File: src/rtl/spi_pwm_pkg.sv
// Shared constants for the SPI-driven PWM controller: register map, CTRL bit layout,
// parser state encoding and register reset values.
package spi_pwm_pkg;

  localparam logic [1:0] ADDR_CTRL   = 2'd0;
  localparam logic [1:0] ADDR_PERIOD = 2'd1;
  localparam logic [1:0] ADDR_DUTY   = 2'd2;
  localparam logic [1:0] ADDR_PRESC  = 2'd3;

  localparam int unsigned EN_BIT  = 0;
  localparam int unsigned POL_BIT = 1;

  localparam logic [1:0] ST_CMD   = 2'd0;
  localparam logic [1:0] ST_DATA  = 2'd1;
  localparam logic [1:0] ST_DRAIN = 2'd2;

  localparam logic       RST_EN     = 1'b0;
  localparam logic       RST_POL    = 1'b0;
  localparam logic [7:0] RST_PERIOD = 8'hFF;
  localparam logic [7:0] RST_DUTY   = 8'h00;
  localparam logic [7:0] RST_PRESC  = 8'h00;

  // CTRL read-back: unimplemented bits read as zero.
  function automatic logic [7:0] ctrl_byte(input logic en, input logic pol);
    logic [7:0] b;
    b          = 8'h00;
    b[EN_BIT]  = en;
    b[POL_BIT] = pol;
    return b;
  endfunction

endpackage

File: src/rtl/spi_pwm_ctrl_if.sv
// Byte-level link between the SPI slave receiver and the PWM controller, plus PWM outputs.
interface spi_pwm_ctrl_if;
  logic       cs_n;
  logic       rx_valid;
  logic [7:0] rx_data;
  logic       rsp_valid;
  logic [7:0] rsp_data;
  logic       pwm_out;
  logic       period_end;

  modport master (
    output cs_n, rx_valid, rx_data,
    input  rsp_valid, rsp_data, pwm_out, period_end
  );

  modport slave (
    input  cs_n, rx_valid, rx_data,
    output rsp_valid, rsp_data, pwm_out, period_end
  );
endinterface

File: src/rtl/pwm_core.sv
// Prescaler, period counter, shadow registers and compare stage; live settings only take
// effect at a period wrap (or immediately while disabled).
module pwm_core
  import spi_pwm_pkg::*;
#(
  parameter int unsigned CNT_W   = 8,
  parameter int unsigned PRESC_W = 8
) (
  input  logic               clk_i,
  input  logic               rst_ni,
  input  logic               en_i,
  input  logic               pol_i,
  input  logic [CNT_W-1:0]   period_i,
  input  logic [CNT_W-1:0]   duty_i,
  input  logic [PRESC_W-1:0] presc_i,
  output logic               pwm_o,
  output logic               period_end_o
);

  logic [PRESC_W-1:0] pcnt_q, pcnt_d, presc_s_q;
  logic [CNT_W-1:0]   cnt_q, cnt_d, period_s_q, duty_s_q;
  logic               pwm_q, pwm_d;
  logic               tick, wrap, load;

  assign tick = (pcnt_q == presc_s_q);
  assign wrap = en_i && tick && (cnt_q == period_s_q);
  // While disabled the shadows follow the live registers so enabling starts cleanly.
  assign load = !en_i || wrap;

  always_comb begin
    pcnt_d = pcnt_q;
    cnt_d  = cnt_q;
    if (!en_i) begin
      pcnt_d = '0;
      cnt_d  = '0;
    end else if (tick) begin
      pcnt_d = '0;
      cnt_d  = (cnt_q == period_s_q) ? '0 : cnt_q + CNT_W'(1);
    end else begin
      pcnt_d = pcnt_q + PRESC_W'(1);
    end
    pwm_d = (en_i && (cnt_q < duty_s_q)) ^ pol_i;
  end

  always_ff @(posedge clk_i or negedge rst_ni) begin
    if (!rst_ni) begin
      pcnt_q     <= '0;
      cnt_q      <= '0;
      period_s_q <= CNT_W'(RST_PERIOD);
      duty_s_q   <= CNT_W'(RST_DUTY);
      presc_s_q  <= PRESC_W'(RST_PRESC);
      pwm_q      <= 1'b0;
    end else begin
      pcnt_q <= pcnt_d;
      cnt_q  <= cnt_d;
      pwm_q  <= pwm_d;
      if (load) begin
        period_s_q <= period_i;
        duty_s_q   <= duty_i;
        presc_s_q  <= presc_i;
      end
    end
  end

  assign pwm_o        = pwm_q;
  assign period_end_o = wrap;

endmodule

File: src/rtl/spi_pwm_ctrl.sv
// Two-byte SPI command parser and register file driving a single shadowed PWM channel.
module spi_pwm_ctrl
  import spi_pwm_pkg::*;
#(
  parameter int unsigned CNT_W   = 8,
  parameter int unsigned PRESC_W = 8
) (
  input  logic           clk,
  input  logic           rst_n,
  spi_pwm_ctrl_if.slave  bus
);

  logic [1:0]         state_q, state_d;
  logic [1:0]         addr_q, addr_d;
  logic               en_q, en_d, pol_q, pol_d;
  logic [CNT_W-1:0]   period_q, period_d, duty_q, duty_d;
  logic [PRESC_W-1:0] presc_q, presc_d;
  logic               rsp_valid_q, rsp_valid_d;
  logic [7:0]         rsp_data_q, rsp_data_d, rd_data;

  always_comb begin
    rd_data = 8'h00;
    case (bus.rx_data[1:0])
      ADDR_CTRL:   rd_data = ctrl_byte(en_q, pol_q);
      ADDR_PERIOD: rd_data = 8'(period_q);
      ADDR_DUTY:   rd_data = 8'(duty_q);
      default:     rd_data = 8'(presc_q);
    endcase
  end

  always_comb begin
    state_d     = state_q;
    addr_d      = addr_q;
    en_d        = en_q;
    pol_d       = pol_q;
    period_d    = period_q;
    duty_d      = duty_q;
    presc_d     = presc_q;
    rsp_valid_d = 1'b0;
    rsp_data_d  = rsp_data_q;
    // A frame end wins over any byte arriving in the same cycle.
    if (bus.cs_n) begin
      state_d = ST_CMD;
    end else if (bus.rx_valid) begin
      case (state_q)
        ST_CMD: begin
          if (bus.rx_data[7]) begin
            addr_d  = bus.rx_data[1:0];
            state_d = ST_DATA;
          end else begin
            rsp_valid_d = 1'b1;
            rsp_data_d  = rd_data;
            state_d     = ST_DRAIN;
          end
        end
        ST_DATA: begin
          case (addr_q)
            ADDR_CTRL: begin
              en_d  = bus.rx_data[EN_BIT];
              pol_d = bus.rx_data[POL_BIT];
            end
            ADDR_PERIOD: period_d = CNT_W'(bus.rx_data);
            ADDR_DUTY:   duty_d   = CNT_W'(bus.rx_data);
            default:     presc_d  = PRESC_W'(bus.rx_data);
          endcase
          state_d = ST_DRAIN;
        end
        ST_DRAIN: ;
        default: state_d = ST_CMD;
      endcase
    end
  end

  always_ff @(posedge clk or negedge rst_n) begin
    if (!rst_n) begin
      state_q     <= ST_CMD;
      addr_q      <= ADDR_CTRL;
      en_q        <= RST_EN;
      pol_q       <= RST_POL;
      period_q    <= CNT_W'(RST_PERIOD);
      duty_q      <= CNT_W'(RST_DUTY);
      presc_q     <= PRESC_W'(RST_PRESC);
      rsp_valid_q <= 1'b0;
      rsp_data_q  <= 8'h00;
    end else begin
      state_q     <= state_d;
      addr_q      <= addr_d;
      en_q        <= en_d;
      pol_q       <= pol_d;
      period_q    <= period_d;
      duty_q      <= duty_d;
      presc_q     <= presc_d;
      rsp_valid_q <= rsp_valid_d;
      rsp_data_q  <= rsp_data_d;
    end
  end

  pwm_core #(
    .CNT_W   (CNT_W),
    .PRESC_W (PRESC_W)
  ) u_pwm_core (
    .clk_i        (clk),
    .rst_ni       (rst_n),
    .en_i         (en_q),
    .pol_i        (pol_q),
    .period_i     (period_q),
    .duty_i       (duty_q),
    .presc_i      (presc_q),
    .pwm_o        (bus.pwm_out),
    .period_end_o (bus.period_end)
  );

  assign bus.rsp_valid = rsp_valid_q;
  assign bus.rsp_data  = rsp_data_q;

endmodule
File: src/flat_wrapper.sv
// flat-port wrapper written by rule: the top's interface ports become plain ports
module spi_pwm_ctrl_flat import spi_pwm_pkg::*;
#(
  parameter int unsigned CNT_W   = 8,
  parameter int unsigned PRESC_W = 8
)
  (clk, rst_n, bus_cs_n, bus_rx_valid, bus_rx_data, bus_rsp_valid, bus_rsp_data, bus_pwm_out, bus_period_end);
  spi_pwm_ctrl_if bus_i ();
  input  logic clk;
  input  logic rst_n;
  input wire logic [$bits(bus_i.cs_n)-1:0] bus_cs_n;
  input wire logic [$bits(bus_i.rx_valid)-1:0] bus_rx_valid;
  input wire logic [$bits(bus_i.rx_data)-1:0] bus_rx_data;
  output wire logic [$bits(bus_i.rsp_valid)-1:0] bus_rsp_valid;
  output wire logic [$bits(bus_i.rsp_data)-1:0] bus_rsp_data;
  output wire logic [$bits(bus_i.pwm_out)-1:0] bus_pwm_out;
  output wire logic [$bits(bus_i.period_end)-1:0] bus_period_end;
  assign bus_i.cs_n = bus_cs_n;
  assign bus_i.rx_valid = bus_rx_valid;
  assign bus_i.rx_data = bus_rx_data;
  assign bus_rsp_valid = bus_i.rsp_valid;
  assign bus_rsp_data = bus_i.rsp_data;
  assign bus_pwm_out = bus_i.pwm_out;
  assign bus_period_end = bus_i.period_end;
  spi_pwm_ctrl #(.CNT_W(CNT_W), .PRESC_W(PRESC_W)) u_core (.clk(clk), .rst_n(rst_n), .bus(bus_i));
endmodule
File: config.mk
export PLATFORM = sky130hd
export DESIGN_NAME = spi_pwm_ctrl_flat
export DESIGN_NICKNAME = d
export VERILOG_FILES = /design/src/rtl/spi_pwm_pkg.sv /design/src/rtl/spi_pwm_ctrl_if.sv /design/src/rtl/pwm_core.sv /design/src/rtl/spi_pwm_ctrl.sv /design/src/flat_wrapper.sv
export SDC_FILE = /design/constraint.sdc
export NUM_CORES = 1
export LEC_CHECK = 0
export CAP_MARGIN = 0
export CORE_ASPECT_RATIO = 0.5
export CORE_MARGIN = 5
export CORE_UTILIZATION = 64
export DETAILED_ROUTE_END_ITERATION = 10
export MAX_ROUTING_LAYER = met4
export PLACE_DENSITY = 0.88
export SLEW_MARGIN = 10
export SYNTH_ARGS = -nofsm -noshare
export SYNTH_HDL_FRONTEND = slang
export SYNTH_SLANG_ARGS = --single-unit
File: constraint.sdc
create_clock -name clk -period 3.16 [get_ports clk]
set_clock_uncertainty 0.05 [all_clocks]
set_input_delay 0.316 -clock clk [delete_from_list [all_inputs] [get_ports clk]]
set_output_delay 0.316 -clock clk [all_outputs]
set_load 0.03 [all_outputs]
Word-level counts from Yosys, hierarchy flattened
Index checks and enable logic that the tools add are counted.

Memories: 0. Bits in latches: 0. Word-level logic and storage cells: 63. Input port bits: 12. Register bits after elaboration: 80. Output and inout bits: 11. Bits in writable memories: 0. Memory bits (read-only): 0.

Bitwise operators: 4. Muxes and demuxes: 14. Reductions and logical operators: 17. Div/mod/pow operators: 0. $mul: 0. Add/subtract/negate cells: 2. Equal/unequal tests: 10. Magnitude comparators: 1. Shifts and indexed selects: 0.

Operator list (number): 2-to-1 mux 8 bit (5); case mux 8 bit (3 select lines) (1); AND reduction 4 bit (6); adder 8 x 1 -> 8 bit, second input constant (2); == test 8 bit (2); < comparator 8 bit (1); == test 2 x 1 -> 1 bit, second input constant (3); == test 2 bit, second input constant (3); logical NOT 2 bit (3); 2-to-1 mux 2 bit (3); case mux 2 bit (3 select lines) (1); 2-to-1 mux 1 bit (4); inequality test 2 bit, second input constant (2); logical AND 1 bit (3); NOT 1 bit (3); OR reduction 3 bit (1); AND reduction 2 bit (1); nonzero test 2 bit (1); logical NOT 1 bit (1); logical OR 1 bit (1); XOR 1 bit (1).

Depth between registers and ports, before layout
Depth after elaboration: 4. Mapped depth: 7. Depth with buffers taken out: 7.

Cells and area by module
From an unflattened synthesis, not the netlist that was laid out.

Cell total of the unflattened synthesis: 293. Area, all modules: 3888.7 µm².

By module, submodules not included: pwm_core (cells each 185, times used 1, seq. area each 1036.0 µm², area each 2154.6 µm²); spi_pwm_ctrl (cells each 108, times used 1, seq. area each 985.9 µm², area each 1734.2 µm²).

Least setup slack after synthesis
OpenSTA, ideal clock, no wires.

Path type: register to register. Start point: register u_core.u_pwm_core.pcnt_q[4]. End point: register u_core.u_pwm_core.duty_s_q[0]. Stages on the path, launching flop included: 8. Required time: 2985 ps. Arrival: 1731 ps. Clock period less this slack: 1906 ps. Buffers on the path: 2. Setup time: 125 ps. Setup slack: 1254 ps. Path through: dfrtp_1 > xor2_1 > nor4_4 > and2_4 > a21o_1 > buf_6 > buf_6 > mux2_4.

Word-level cells in the longest chain between the ends: 4.

RTL lines: from (decl) (RTL line pwm_core.sv:20) `logic [PRESC_W-1:0] pcnt_q, pcnt_d, presc_s_q;`; from (signal assigned) (RTL line pwm_core.sv:54) `pcnt_q <= pcnt_d;`; == test 8 bit (RTL line pwm_core.sv:25) `assign tick = (pcnt_q == presc_s_q);`; logical AND 1 bit (2 in series) (RTL line pwm_core.sv:26) `assign wrap = en_i && tick && (cnt_q == period_s_q);`; logical OR 1 bit (RTL line pwm_core.sv:28) `assign load = !en_i || wrap;`; to (signal assigned) (RTL line pwm_core.sv:50) `duty_s_q <= CNT_W'(RST_DUTY);`; to (signal assigned) (RTL line pwm_core.sv:59) `duty_s_q <= duty_i;`; to (decl) (RTL line pwm_core.sv:21) `logic [CNT_W-1:0] cnt_q, cnt_d, period_s_q, duty_s_q;`.

No other way between the ends. A chain may end at the register's enable or synchronous reset.

Worst setup path after layout
Start point: register u_core.u_pwm_core.cnt_q[3]. End point: output bus_period_end.

Word-level cells in the longest chain between the ends: 2.

RTL lines: from (decl) (RTL line pwm_core.sv:21); from (signal assigned) (RTL line pwm_core.sv:55) `cnt_q <= cnt_d;`; == test 8 bit (RTL line pwm_core.sv:26); logical AND 1 bit (RTL line pwm_core.sv:26); to (decl) (RTL line flat_wrapper.sv:17) `output wire logic [$bits(bus_i.period_end)-1:0] bus_period_end;`.

No other way between the ends.

==> flow_summary.yaml <==
yosys:
  synth_edf_count: 0
  yosysWarningCount: 0
  synth_area_leaders: "dfrtp_1, mux2_2, dfstp_2, mux2_4, ha_1"
  synth_seq_cells: 80
  synthCells: 301
  synth_nets: 322
  yosysSeqAreaShare_pct: 52.1
  synth_area_um2: 3880
  synth_flop_cell: "dfrtp_1"
  synth-async-reset-ratio_pct: 100
  synthDistinctLibCells: 46
  synth_top_area_share_pct: 41.2
  syn_area_per_cell_um2: 12.9
  synth_area_leader_cell: "dfrtp_1"
detailed_routing:
  wirelength_um: 8840
  first_pass_iters: 5
  viasPerCell: 6.23
  ant_nets: 0
  vias: 2554
  wire_per_inst_um: 21.6
  drc_errors: 0
  drt_iter0_markers: 150
global_route:
  grt_use_total_pct: 26.2
  grt_use_met2_pct: 39.7
  grt_util_met3_pct: 9.50
  grt_pass1_wl_um: 14700
  antenna_found_initial: 0
  grt_busiest_layer: "met2"
  grt_pass1_vias: 2738
  grt-ovfl-total: 0
  use_met1_pct: 31.7
  grt_max_degree: 81
floorplan:
  num_rows: 20
  dieArea_um2: 7820
  start_util_pct: 64.9
  pin_count: 23
  fp.dieW_um: 120
  die_h_um: 65.1
  core_um2: 5980
clocking:
  cts.repair.resized: 0
  cts_buffer_depth: 2
  htreeDepth: 3
  cts_hold_buf: 0
  clkLatencyLatePin_ns: 0.34
  root_buffer: "clkbuf_16"
  path_clk_slew_ns: 0.06
  cts_buffers: 9
  cts_sinks: 80
  cts_tree: "built"
  cts_setup_buffers: 0
layout:
  nNetsFinal: 349
  layout-drive-gt1-share_pct: 31.5
  area_growth_pct: 14.6
  multi_input_area_um2: 1770
  fillers: 315
  diodes: 0
  seq_area_um2: 2020
critical_path:
  required_ns: 2.79
  arrival_ns: 2.33
  cp_slowest_stage_delay_ns: 0.67
  path_max_fanout: 7
  endpoint_kind: "output port"
  critPathTopFamily: "buffers and inverters"
  start_kind: "flop"
  worstPathCellList: "xnor2_1 > nand4_2 > nor2_1 > and3_1 > clkdlybuf4s50_1"
  regToRegSetupSlack_ns: 0.78
  critPathKind: "reg -> out"
  cpMaxStageDelayCell: "clkdlybuf4s50_1"
  worst-path-buf-inv: 1
sta:
  holdWs_ns: 0.0798
  max_freq_ghz: 0.371
  setup-tns-final_ns: 0
  post-route-min-period_ns: 2.70
  setup_violations: 0
  slew_headroom_pct: 35.8
  hold_violations: 0
  worst_pin_slew_ns: 0.963
  fin_crit_sh_pct: 85.3
  slew_violations: 0
  rsz0062_at_grt: "no"
placed_design:
  hpwl_um: 5670
  io_buffers: 22
  finalWeightedCongestion: 0.809
status:
  status: "completed"
worst_hold_path:
  hold_path.class: "in -> async"
pwr:
  p_leak_nw: 2.01
  vdd_drop_max_mv: 0.545
  cellPowerDensity_nw_per_um2: 925
  power_mw: 4.12
job:
  max_cap_viol_count: 0
[synthesized netlist by cell type, types with 3 or more instances]
cell type / n
xor2_1: 10
o21ai_0: 3
or4_1: 5
a21oi_1: 13
nand3_1: 6
dfstp_2: 16
buf_6: 3
a22oi_1: 6
a31oi_1: 3
inv_1: 7
nor2_1: 16
dfrtp_1: 64
nand2_1: 16
ha_1: 9
and3_1: 5
clkbuf_1: 5
nand3b_1: 4
mux2_4: 20
xnor2_1: 12
mux2_2: 39
o211ai_1: 3
nand2b_1: 5
[per-stage QoR]
stage	cell area [um2]	std cells	setup WS, ns	util [%]
floorplan	3880	301	1.25	-
global placement	4160	394	0.861	69.6
detailed placement	4160	394	0.847	69.6
CTS	4450	410	0.450	74.4
global route	4450	410	0.323	74.4
finish	4450	410	0.465	74.4
[per-layer routing]
metal	vias to the layer above	wire length (um)
met4	0	354
met3	36	694
met1	1274	3670
met2	104	4120
met5	-	0
li1	1140	-
[cells in the final DEF, fill, tap and decap left out, types with 2 or more instances in the layout]
cell type,Yosys,routed
dfstp_2,16,16
inv_1,7,7
nand2_1,16,16
nand3_1,6,6
a2bb2oi_1,2,2
a22oi_1,6,6
nor2_1,16,16
clkbuf_16,0,9
a21o_1,2,2
clkdlybuf4s50_1,0,21
nand4_1,2,2
or4_1,5,5
nand3b_1,4,4
mux2_4,20,20
a31oi_1,3,3
mux4_2,2,2
mux2_2,39,39
xor2_1,10,10
ha_1,9,9
or2_1,2,2
nand2b_1,5,5
o211ai_1,3,3
xnor2_1,12,12
nor4_4,2,2
and3_1,5,5
or2_2,2,2
inv_6,0,3
clkinvlp_4,0,2
buf_4,0,4
a21oi_1,13,13
dfrtp_1,64,64
o21ai_0,3,3
[state kept, by name, summed over array words and instances, names as in the netlist]
signal,flops
u_core.u_pwm_core.pcnt_q,8
u_core.en_q,1
u_core.state_q,2
u_core.pol_q,1
u_core.u_pwm_core.presc_s_q,8
u_core.bus.rsp_data,8
u_core.u_pwm_core.pwm_o,1
u_core.addr_q,2
u_core.u_pwm_core.cnt_q,8
u_core.presc_q,8
u_core.u_pwm_core.period_s_q,8
u_core.duty_q,8
u_core.bus.rsp_valid,1
u_core.u_pwm_core.duty_s_q,8
u_core.period_q,8
[power by group]
part | total [mW] | leakage [nW] | switching, mW | internal, mW
Combinational | 1.58 | 0.857 | 0.837 | 0.744
Sequential | 1.54 | 1.02 | 0.247 | 1.29
Clock | 0.997 | 0.136 | 0.434 | 0.563
[layout make-up]
type | count | area share (%)
clock buffer | 10 | 5.37
multi-input combinational | 204 | 39.9
clock inverter | 6 | 1.12
timing repair buffer | 25 | 5.40
inverter | 8 | 0.675
tap | 77 | 2.16
sequential | 80 | 45.4
[cell families after synthesis]
logic type	synth area share (%)
AOI/OAI and AO/OA	6.48
xor gates and xnor gates	4.96
adders and majority gates	2.90
buffers and inverters	2.26
DFF	52.1
muxes	20.2
and+or+nand+nor	11.1
[worst paths after layout]
check / start / cells past startpoint / to
max reg2reg: u_core.u_pwm_core.cnt_q[3] / 7 / u_core.u_pwm_core.presc_s_q[1]
max in group asynchronous: rst_n / 1 / u_core.bus.rsp_data[3]
min: rst_n / 1 / u_core.u_pwm_core.cnt_q[5]
min reg2reg: u_core.state_q[1] / 1 / u_core.state_q[1]
max: u_core.u_pwm_core.cnt_q[3] / 5 / bus_period_end
min in group clk: u_core.state_q[1] / 1 / u_core.state_q[1]
(Power assumes the default switching activity.)
